## src/rtl/spi_receive_multi.sv

```systemverilog
// Multi-line SPI receiver (peripheral side) with valid/ready hand-off.
// All three SPI inputs are synchronized into clk_in before use; DCLK edges are
// detected by oversampling. Optional idle-DCLK timeout enabled by defining
// SPI_RX_TIMEOUT_EN; without it, partial words persist until CS rises.
module spi_receive_multi #(
    parameter int DATA_WIDTH     = 8,
    parameter int LINES          = 1,
    parameter int CPOL           = 0,
    parameter int CPHA           = 0,
    parameter int MSB_FIRST      = 1,
    parameter int SYNC_STAGES    = 2,
    parameter int TIMEOUT_CYCLES = 1024
) (
    input  logic                          clk_in,
    input  logic                          rst_n_in,
    input  logic [LINES-1:0]              chip_data_in,
    input  logic                          chip_clk_in,
    input  logic                          chip_sel_in,
    output logic [LINES*DATA_WIDTH-1:0]   data_out,
    output logic                          data_valid_out,
    input  logic                          data_ready_in,
    output logic                          overrun_out,
    output logic                          frame_err_out,
    output logic [15:0]                   word_count_out
);

    localparam int CntW = $clog2(DATA_WIDTH);
    localparam logic [CntW-1:0] LastBit = CntW'(DATA_WIDTH - 1);
    localparam bit CpolBit = (CPOL != 0);
    localparam bit SampleRise = (CPOL == CPHA);

    typedef enum logic [0:0] {StIdle, StShift} state_e;

    logic [SYNC_STAGES-1:0]             sclk_sync_q, sclk_sync_d;
    logic [SYNC_STAGES-1:0]             cs_sync_q, cs_sync_d;
    logic [SYNC_STAGES-1:0][LINES-1:0]  data_sync_q, data_sync_d;

    state_e                             state_q, state_d;
    logic                               sclk_prev_q, sclk_prev_d;
    logic [CntW-1:0]                    bit_cnt_q, bit_cnt_d;
    logic [LINES-1:0][DATA_WIDTH-1:0]   shift_q, shift_d, shift_next;
    logic [LINES-1:0][DATA_WIDTH-1:0]   data_out_q, data_out_d;
    logic                               valid_q, valid_d;
    logic                               ovr_q, ovr_d;
    logic                               fe_q, fe_d;
    logic [15:0]                        wc_q, wc_d;

    logic                               sclk_s, cs_s;
    logic [LINES-1:0]                   data_s;
    logic                               sample_edge;
    logic                               tmo_fire;

    assign sclk_s = sclk_sync_q[SYNC_STAGES-1];
    assign cs_s   = cs_sync_q[SYNC_STAGES-1];
    assign data_s = data_sync_q[SYNC_STAGES-1];

    // Synchronizer shift chains
    always_comb begin
        sclk_sync_d = {sclk_sync_q[SYNC_STAGES-2:0], chip_clk_in};
        cs_sync_d   = {cs_sync_q[SYNC_STAGES-2:0], chip_sel_in};
        data_sync_d = {data_sync_q[SYNC_STAGES-2:0], chip_data_in};
    end

    // A sample edge only counts while selected in SHIFT, so an edge that lands
    // together with CS deassertion is dropped.
    assign sample_edge = (state_q == StShift) && !cs_s &&
                         (SampleRise ? (sclk_s && !sclk_prev_q) : (!sclk_s && sclk_prev_q));

    // Per-line shift value for the current sample
    always_comb begin
        shift_next = shift_q;
        for (int l = 0; l < LINES; l++) begin
            if (MSB_FIRST != 0) begin
                shift_next[l] = {shift_q[l][DATA_WIDTH-2:0], data_s[l]};
            end else begin
                shift_next[l] = {data_s[l], shift_q[l][DATA_WIDTH-1:1]};
            end
        end
    end

`ifdef SPI_RX_TIMEOUT_EN
    localparam int TmoW = $clog2(TIMEOUT_CYCLES + 1);
    logic [TmoW-1:0] tmo_q, tmo_d;

    // Idle-DCLK counter: runs only while a partial word is pending
    always_comb begin
        tmo_d    = '0;
        tmo_fire = 1'b0;
        if ((state_q == StShift) && !cs_s && (bit_cnt_q != '0) && !sample_edge) begin
            if (tmo_q == TmoW'(TIMEOUT_CYCLES - 1)) begin
                tmo_fire = 1'b1;
            end else begin
                tmo_d = tmo_q + 1'b1;
            end
        end
    end

    // Timeout counter register
    always_ff @(posedge clk_in) begin
        if (!rst_n_in) begin
            tmo_q <= '0;
        end else begin
            tmo_q <= tmo_d;
        end
    end
`else
    logic unused_tmo_cfg;
    assign unused_tmo_cfg = ^TIMEOUT_CYCLES;
    assign tmo_fire       = 1'b0;
`endif

    // Receive FSM, output holding register and status pulses
    always_comb begin
        state_d     = state_q;
        sclk_prev_d = sclk_prev_q;
        bit_cnt_d   = bit_cnt_q;
        shift_d     = shift_q;
        data_out_d  = data_out_q;
        valid_d     = valid_q;
        ovr_d       = 1'b0;
        fe_d        = 1'b0;
        wc_d        = wc_q;

        if (valid_q && data_ready_in) begin
            valid_d = 1'b0;
        end

        unique case (state_q)
            StIdle: begin
                // Holding CPOL here means SHIFT starts with the idle level as history
                sclk_prev_d = CpolBit;
                if (!cs_s) begin
                    state_d = StShift;
                    wc_d    = '0;
                end
            end
            StShift: begin
                sclk_prev_d = sclk_s;
                if (cs_s) begin
                    state_d = StIdle;
                    if (bit_cnt_q != '0) begin
                        fe_d = 1'b1;
                    end
                    bit_cnt_d = '0;
                    shift_d   = '0;
                end else if (sample_edge) begin
                    shift_d = shift_next;
                    if (bit_cnt_q == LastBit) begin
                        bit_cnt_d = '0;
                        wc_d      = wc_q + 16'd1;
                        if (!valid_q || data_ready_in) begin
                            data_out_d = shift_next;
                            valid_d    = 1'b1;
                        end else begin
                            ovr_d = 1'b1;
                        end
                    end else begin
                        bit_cnt_d = bit_cnt_q + 1'b1;
                    end
                end else if (tmo_fire) begin
                    fe_d      = 1'b1;
                    bit_cnt_d = '0;
                    shift_d   = '0;
                end
            end
            default: state_d = StIdle;
        endcase
    end

    // State registers with synchronous active-low reset
    always_ff @(posedge clk_in) begin
        if (!rst_n_in) begin
            sclk_sync_q <= {SYNC_STAGES{CpolBit}};
            cs_sync_q   <= '1;
            data_sync_q <= '0;
            state_q     <= StIdle;
            sclk_prev_q <= CpolBit;
            bit_cnt_q   <= '0;
            shift_q     <= '0;
            data_out_q  <= '0;
            valid_q     <= 1'b0;
            ovr_q       <= 1'b0;
            fe_q        <= 1'b0;
            wc_q        <= '0;
        end else begin
            sclk_sync_q <= sclk_sync_d;
            cs_sync_q   <= cs_sync_d;
            data_sync_q <= data_sync_d;
            state_q     <= state_d;
            sclk_prev_q <= sclk_prev_d;
            bit_cnt_q   <= bit_cnt_d;
            shift_q     <= shift_d;
            data_out_q  <= data_out_d;
            valid_q     <= valid_d;
            ovr_q       <= ovr_d;
            fe_q        <= fe_d;
            wc_q        <= wc_d;
        end
    end

    assign data_out       = data_out_q;
    assign data_valid_out = valid_q;
    assign overrun_out    = ovr_q;
    assign frame_err_out  = fe_q;
    assign word_count_out = wc_q;

endmodule

```

## config.mk

```make
export PLATFORM = sky130hd
export DESIGN_NAME = spi_receive_multi
export DESIGN_NICKNAME = d
export VERILOG_FILES = /design/src/rtl/spi_receive_multi.sv
export SDC_FILE = /design/constraint.sdc
export NUM_CORES = 1
export LEC_CHECK = 0
export CAP_MARGIN = 10
export CORE_AREA = 3 3 65 83
export CTS_BUF_LIST = sky130_fd_sc_hd__clkbuf_16
export CTS_CLUSTER_SIZE = 16
export DETAILED_ROUTE_END_ITERATION = 8
export DIE_AREA = 0 0 68 86
export GPL_ROUTABILITY_DRIVEN = 0
export GPL_TIMING_DRIVEN = 0
export PLACE_DENSITY = 0.71
export SKIP_LAST_GASP = 1
export SLEW_MARGIN = 20
export SYNTH_ARGS = -nofsm -noshare
export SYNTH_HDL_FRONTEND = slang
export SYNTH_SLANG_ARGS = --single-unit
```

## constraint.sdc

```tcl
create_clock -name clk_in -period 2.5 [get_ports clk_in]
set_input_delay 0.5 -clock clk_in [delete_from_list [all_inputs] [get_ports clk_in]]
set_output_delay 0.5 -clock clk_in [all_outputs]
set_load 0.05 [all_outputs]
```

[After elaboration in Yosys (flattened, before gate mapping)]
Index checks and enable logic that the tools add are counted.
Operators by class
  $add $sub $neg: 2
  eq/ne operators: 5
  mux-type cells: 20
  bitwise operators: 5
  reductions and logical operators: 15
Operator list (count)
  $mux 16: 4
  $pmux 16 s2: 1
  $add 16x1->16 const B: 1
  $mux 7: 2
  $mux 1: 9
  $mux 3: 3
  $not 1->1: 5
  $reduce_and 5->1: 1
  $reduce_or 5->1: 1
  $logic_and 1x1->1: 4
  $ne 2x1->1 const B: 2
  $ne 2x2->1 const B: 2
  $reduce_and 4->1: 1
  $add 3x1->3 const B: 1
  $eq 3x3->1 const B: 1
  $logic_not 1->1: 3
  $reduce_and 3->1: 1
  $reduce_bool 3->1: 1
  $pmux 1 s2: 1
  $reduce_and 2->1: 1
  $reduce_bool 2->1: 1
  $logic_or 1x1->1: 1
Storage, ports and cells
  register bits: 45
  input port bits: 6
  output and inout bits: 27

[Logic depth before layout (Yosys ltp)]
  word-level depth: 7
  mapped depth: 7
  gate-level depth less buffers: 6

[Least setup slack after synthesis]
OpenSTA, ideal clock, no wires.
  kind: reg2reg
  start point: register wc_q[0], in the netlist word_count_out[0]
  end point: register wc_q[8], in the netlist word_count_out[8]
  library setup time: 0.072 ns
  arrival: 1.848 ns
  setup slack: 0.580 ns
  cell stages (with the launch flop): 6
  buffers on the path: 0
  clock period less this slack: 1.920 ns
  path through: dfxtp_1 ha_1 nand3b_1 a211o_1 or3_1 a21oi_1
On the way
  word-level cells in the longest chain between the ends: 5
Ends and longest elaborated chain
  from (decl): line 46  | logic [15:0] wc_q, wc_d;
  from (signal assigned): line 197  | wc_q <= wc_d;
  $add 16x1->16: line 150  | wc_d = wc_q + 16'd1;
  $mux 16: line 148  | if (bit_cnt_q == LastBit) begin
  $mux 16: line 146  | end else if (sample_edge) begin
  $mux 16: line 139  | if (cs_s) begin
  $pmux 16 s2: line 128  | unique case (state_q)
No other way between the ends. The select of a mux whose other input is x is not followed.
A chain may end at the register's enable or synchronous reset.

[Worst setup path in the final report]
  start point: register wc_q[0], in the netlist word_count_out[0]
  end point: output word_count_out[0]
RTL lines
  to (decl): line 24  | output logic [15:0] word_count_out
No word-level cell between the ends.

==> metrics.cfg <==
[global_routing]
first_global_vias=1328
grt_pass1_wl_um=6080
gr-usage-all-layers_pct=13.5
antenna_violations_before_repair=0
total_congestion_overflow=0
grt_start_max_net_pins=15

[power]
ir_drop_uv=381
power.net_switching_mw=0.284
powerDensity_nw_per_um2=578
power_frac_comb_pct=2.4
power.internal_mw=1.10
power.leakage_nw=0.886
post-layout-total-power_mw=1.39
seq_power_share_pct=52.2
clockPowerShare_pct=45.4
netSwitchingFraction_pct=20.5

[routing]
route.detailed.wl_per_inst_um=12.5
ant_nets=0
routed_wirelength_um=3560
1st_iter_drt_viols=69
detail_route.vias_per_cell=4.98
remaining_drc_errors=0
detailedRoute.firstPassIterationCount=4
num_vias=1424

[synthesis]
synth.cell_area_sq_um=1860
yosysTopAreaCell=sky130_fd_sc_hd__dfxtp_1
postSynthCellCount=186
yosysWarningCount=0
post_synth_num_cell_types=37
synth_top_area_share_pct=48.5
synth_area_per_cell_sq_um=10.0
part_of_the_yosys_area_used_for_sequential_elements_pct=48.5
synth.net_count=197
synth_enable_flop_cells=0
ys.flop_type=sky130_fd_sc_hd__dfxtp_1
ys_async_sr_fraction_pct=0
postSynthRegisterBits=45
synthTopCellsByArea=sky130_fd_sc_hd__dfxtp_1, sky130_fd_sc_hd__nor2_1, sky130_fd_sc_hd__mux2i_1

[sta]
postLayoutSetupSlackWorst_ps=395
fmax_mhz=475
final.setup.tns_ps=0
slew_viol_final=0
grt_setup_unrepaired=false
hold_violations=0
timing.slew.headroom_pct=53.1
max_slew.worst_pin.slew_ps=698
min_period_ps=2110
setup_violations=0
finalCritPeriodShare_pct=84.2
worst_clock_skew_ps=3.60

[floorplan]
die_boundary_width_um=68
rows=28
fp.dieH_um=86
fp.dieArea_sq_um=5850
core_area_sq_um=4690
ios=33
initial_core_util_pct=39.6

[cts]
cts-root-to-sink-buffers=2
htree_num_levels=2
post-cts-setup-buffer-count=0
cts_root_buf=sky130_fd_sc_hd__clkbuf_16
cts_buffers=5
post_cts.resized_instances=0
tritoncts_num_sinks=45
insertion_delay_to_the_later_sink_of_the_worst_skew_pair_ps=280
cts.clk_slew.worst_paths_ps=60
cts.hold.buffers_added=0
tritoncts=done

[setup_path]
worstSetupEndpointType=output pin
crit_required_ps=2000
path_class=flop to output pin
cell_by_cell_trace_of_the_critical_path=clkdlybuf4s50_1
critical_path.top_delay_family=buffers and inverters
crit_slowest_cell=sky130_fd_sc_hd__clkdlybuf4s50_1
critPathMaxStageDelay_ps=860
critical_path.startpoint_type=flop
worst-endpoint-arrival_ps=1610
crit_buf_inv=1
path_max_fanout=6

[outcome]
run_status=completed

[final_layout]
areaGrowthSynthToFinish_pct=28.9
final_net_count=236
fill_cells=455
commonest_non_fill_non_tap_cell_in_the_layout=sky130_fd_sc_hd__dfxtp_1
insertedDiodeCount=0
drive_above_1_share_pct=9.29
layout.cells.most_common_list=sky130_fd_sc_hd__dfxtp_1, sky130_fd_sc_hd__clkdlybuf4s50_1, sky130_fd_sc_hd__nor2_1
final_design_area_no_fill_sq_um=2400
final_core_utilization_pct=51.1

[placed_design]
placed_cell_area_sq_um=2250
hpwl_dp_um=2580
port_buffers=32
pre_cts_ws_ps=395

[run]
cap_violations=0

[min_path]
timing.hold.worst.class=flop to flop

==> stage by stage <==
step / hold slack [ps] / instances
floorplan: 386 / 186
global placement: 393 / 278
detailed placement: 394 / 278
CTS: 408 / 286
global route: 434 / 286
finish: 405 / 286
==> cells in the mapped netlist, types with 2 or more instances <==
master and count:
sky130_fd_sc_hd__clkbuf_1 3, sky130_fd_sc_hd__a211o_1 2, sky130_fd_sc_hd__nand4_1 2, sky130_fd_sc_hd__nand2_1 5, sky130_fd_sc_hd__a211oi_1 4, sky130_fd_sc_hd__or3_1 5
sky130_fd_sc_hd__nand2b_1 4, sky130_fd_sc_hd__buf_2 2, sky130_fd_sc_hd__inv_1 7, sky130_fd_sc_hd__a21oi_1 10, sky130_fd_sc_hd__xnor2_1 7, sky130_fd_sc_hd__dfxtp_1 45
sky130_fd_sc_hd__nor2_1 29, sky130_fd_sc_hd__nand3b_1 3, sky130_fd_sc_hd__a2111oi_4 2, sky130_fd_sc_hd__nand3_1 5, sky130_fd_sc_hd__mux2i_1 8, sky130_fd_sc_hd__a22oi_1 10
sky130_fd_sc_hd__and2_1 4, sky130_fd_sc_hd__o21ai_0 7, sky130_fd_sc_hd__buf_6 2, sky130_fd_sc_hd__ha_1 5
==> metal layers <==
metal / GRT usage, % / share of wire, % / vias to the layer above
li1: - / - / 732
met1: 16.2 / 44 / 659
met2: 21.8 / 49 / 27
met3: 4.59 / 4.7 / 6
met4: 5.42 / 2.0 / 0
met5: 0 / 0 / -
==> kinds of logic (layout without fill, tap and decap cells) <==
| group | Yosys count | count (layout) | synth area share, % |
|---|---|---|---|
| fa+ha+maj | 5 | 5 | 3.36 |
| xor+xnor | 7 | 7 | 3.30 |
| flops | 45 | 45 | 48.5 |
| buf+inv | 14 | 54 | 3.77 |
| simple gates | 67 | 67 | 20.3 |
| mux | 8 | 8 | 4.31 |
| compound gates | 40 | 40 | 16.6 |
==> sequential cells by signal, indices dropped and copies added, names as in the netlist <==
register        flops
word_count_out     16
data_out            8
shift_q             7
bit_cnt_q           3
cs_sync_q           2
sclk_sync_q         2
data_s              1
data_sync_d         1
data_valid_out      1
frame_err_out       1
overrun_out         1
sclk_prev_q         1
state_q             1
==> power groups by stage <==
| stage | Sequential [mW] | Clock (mW) | Combinational [mW] |
|---|---|---|---|
| finish | 0.724 | 0.629 | 0.0336 |
| global route | 0.724 | 0.673 | 0.0375 |
| CTS | 0.724 | 0.650 | 0.0343 |
| detailed placement | 0.740 | 0 | 0.0341 |
| global placement | 0.740 | 0 | 0.0339 |
| floorplan | 0.739 | 0 | 0.0189 |
==> worst paths after layout <==
check,startpoint,end,slack [ps],cells past startpoint
max,word_count_out[0],word_count_out[0],390,1
max reg2reg,bit_cnt_q[0],word_count_out[15],490,7
min,cs_sync_q[0],cs_sync_q[1],400,1
min reg2reg,cs_sync_q[0],cs_sync_q[1],400,1
==> final cells by class <==
cell class,instances,area [sq um],area share (%)
plain buffers,7,43.8,1.83
clock buffers,5,125,5.22
clock inverters,3,17.5,0.731
inverters,7,26.3,1.10
multi-input cells,127,888,37.1
flip-flops and latches,45,901,37.6
well taps,60,75.1,3.13
repair buffers,32,320,13.4
No activity file was read; power rests on OpenSTA's default activity.
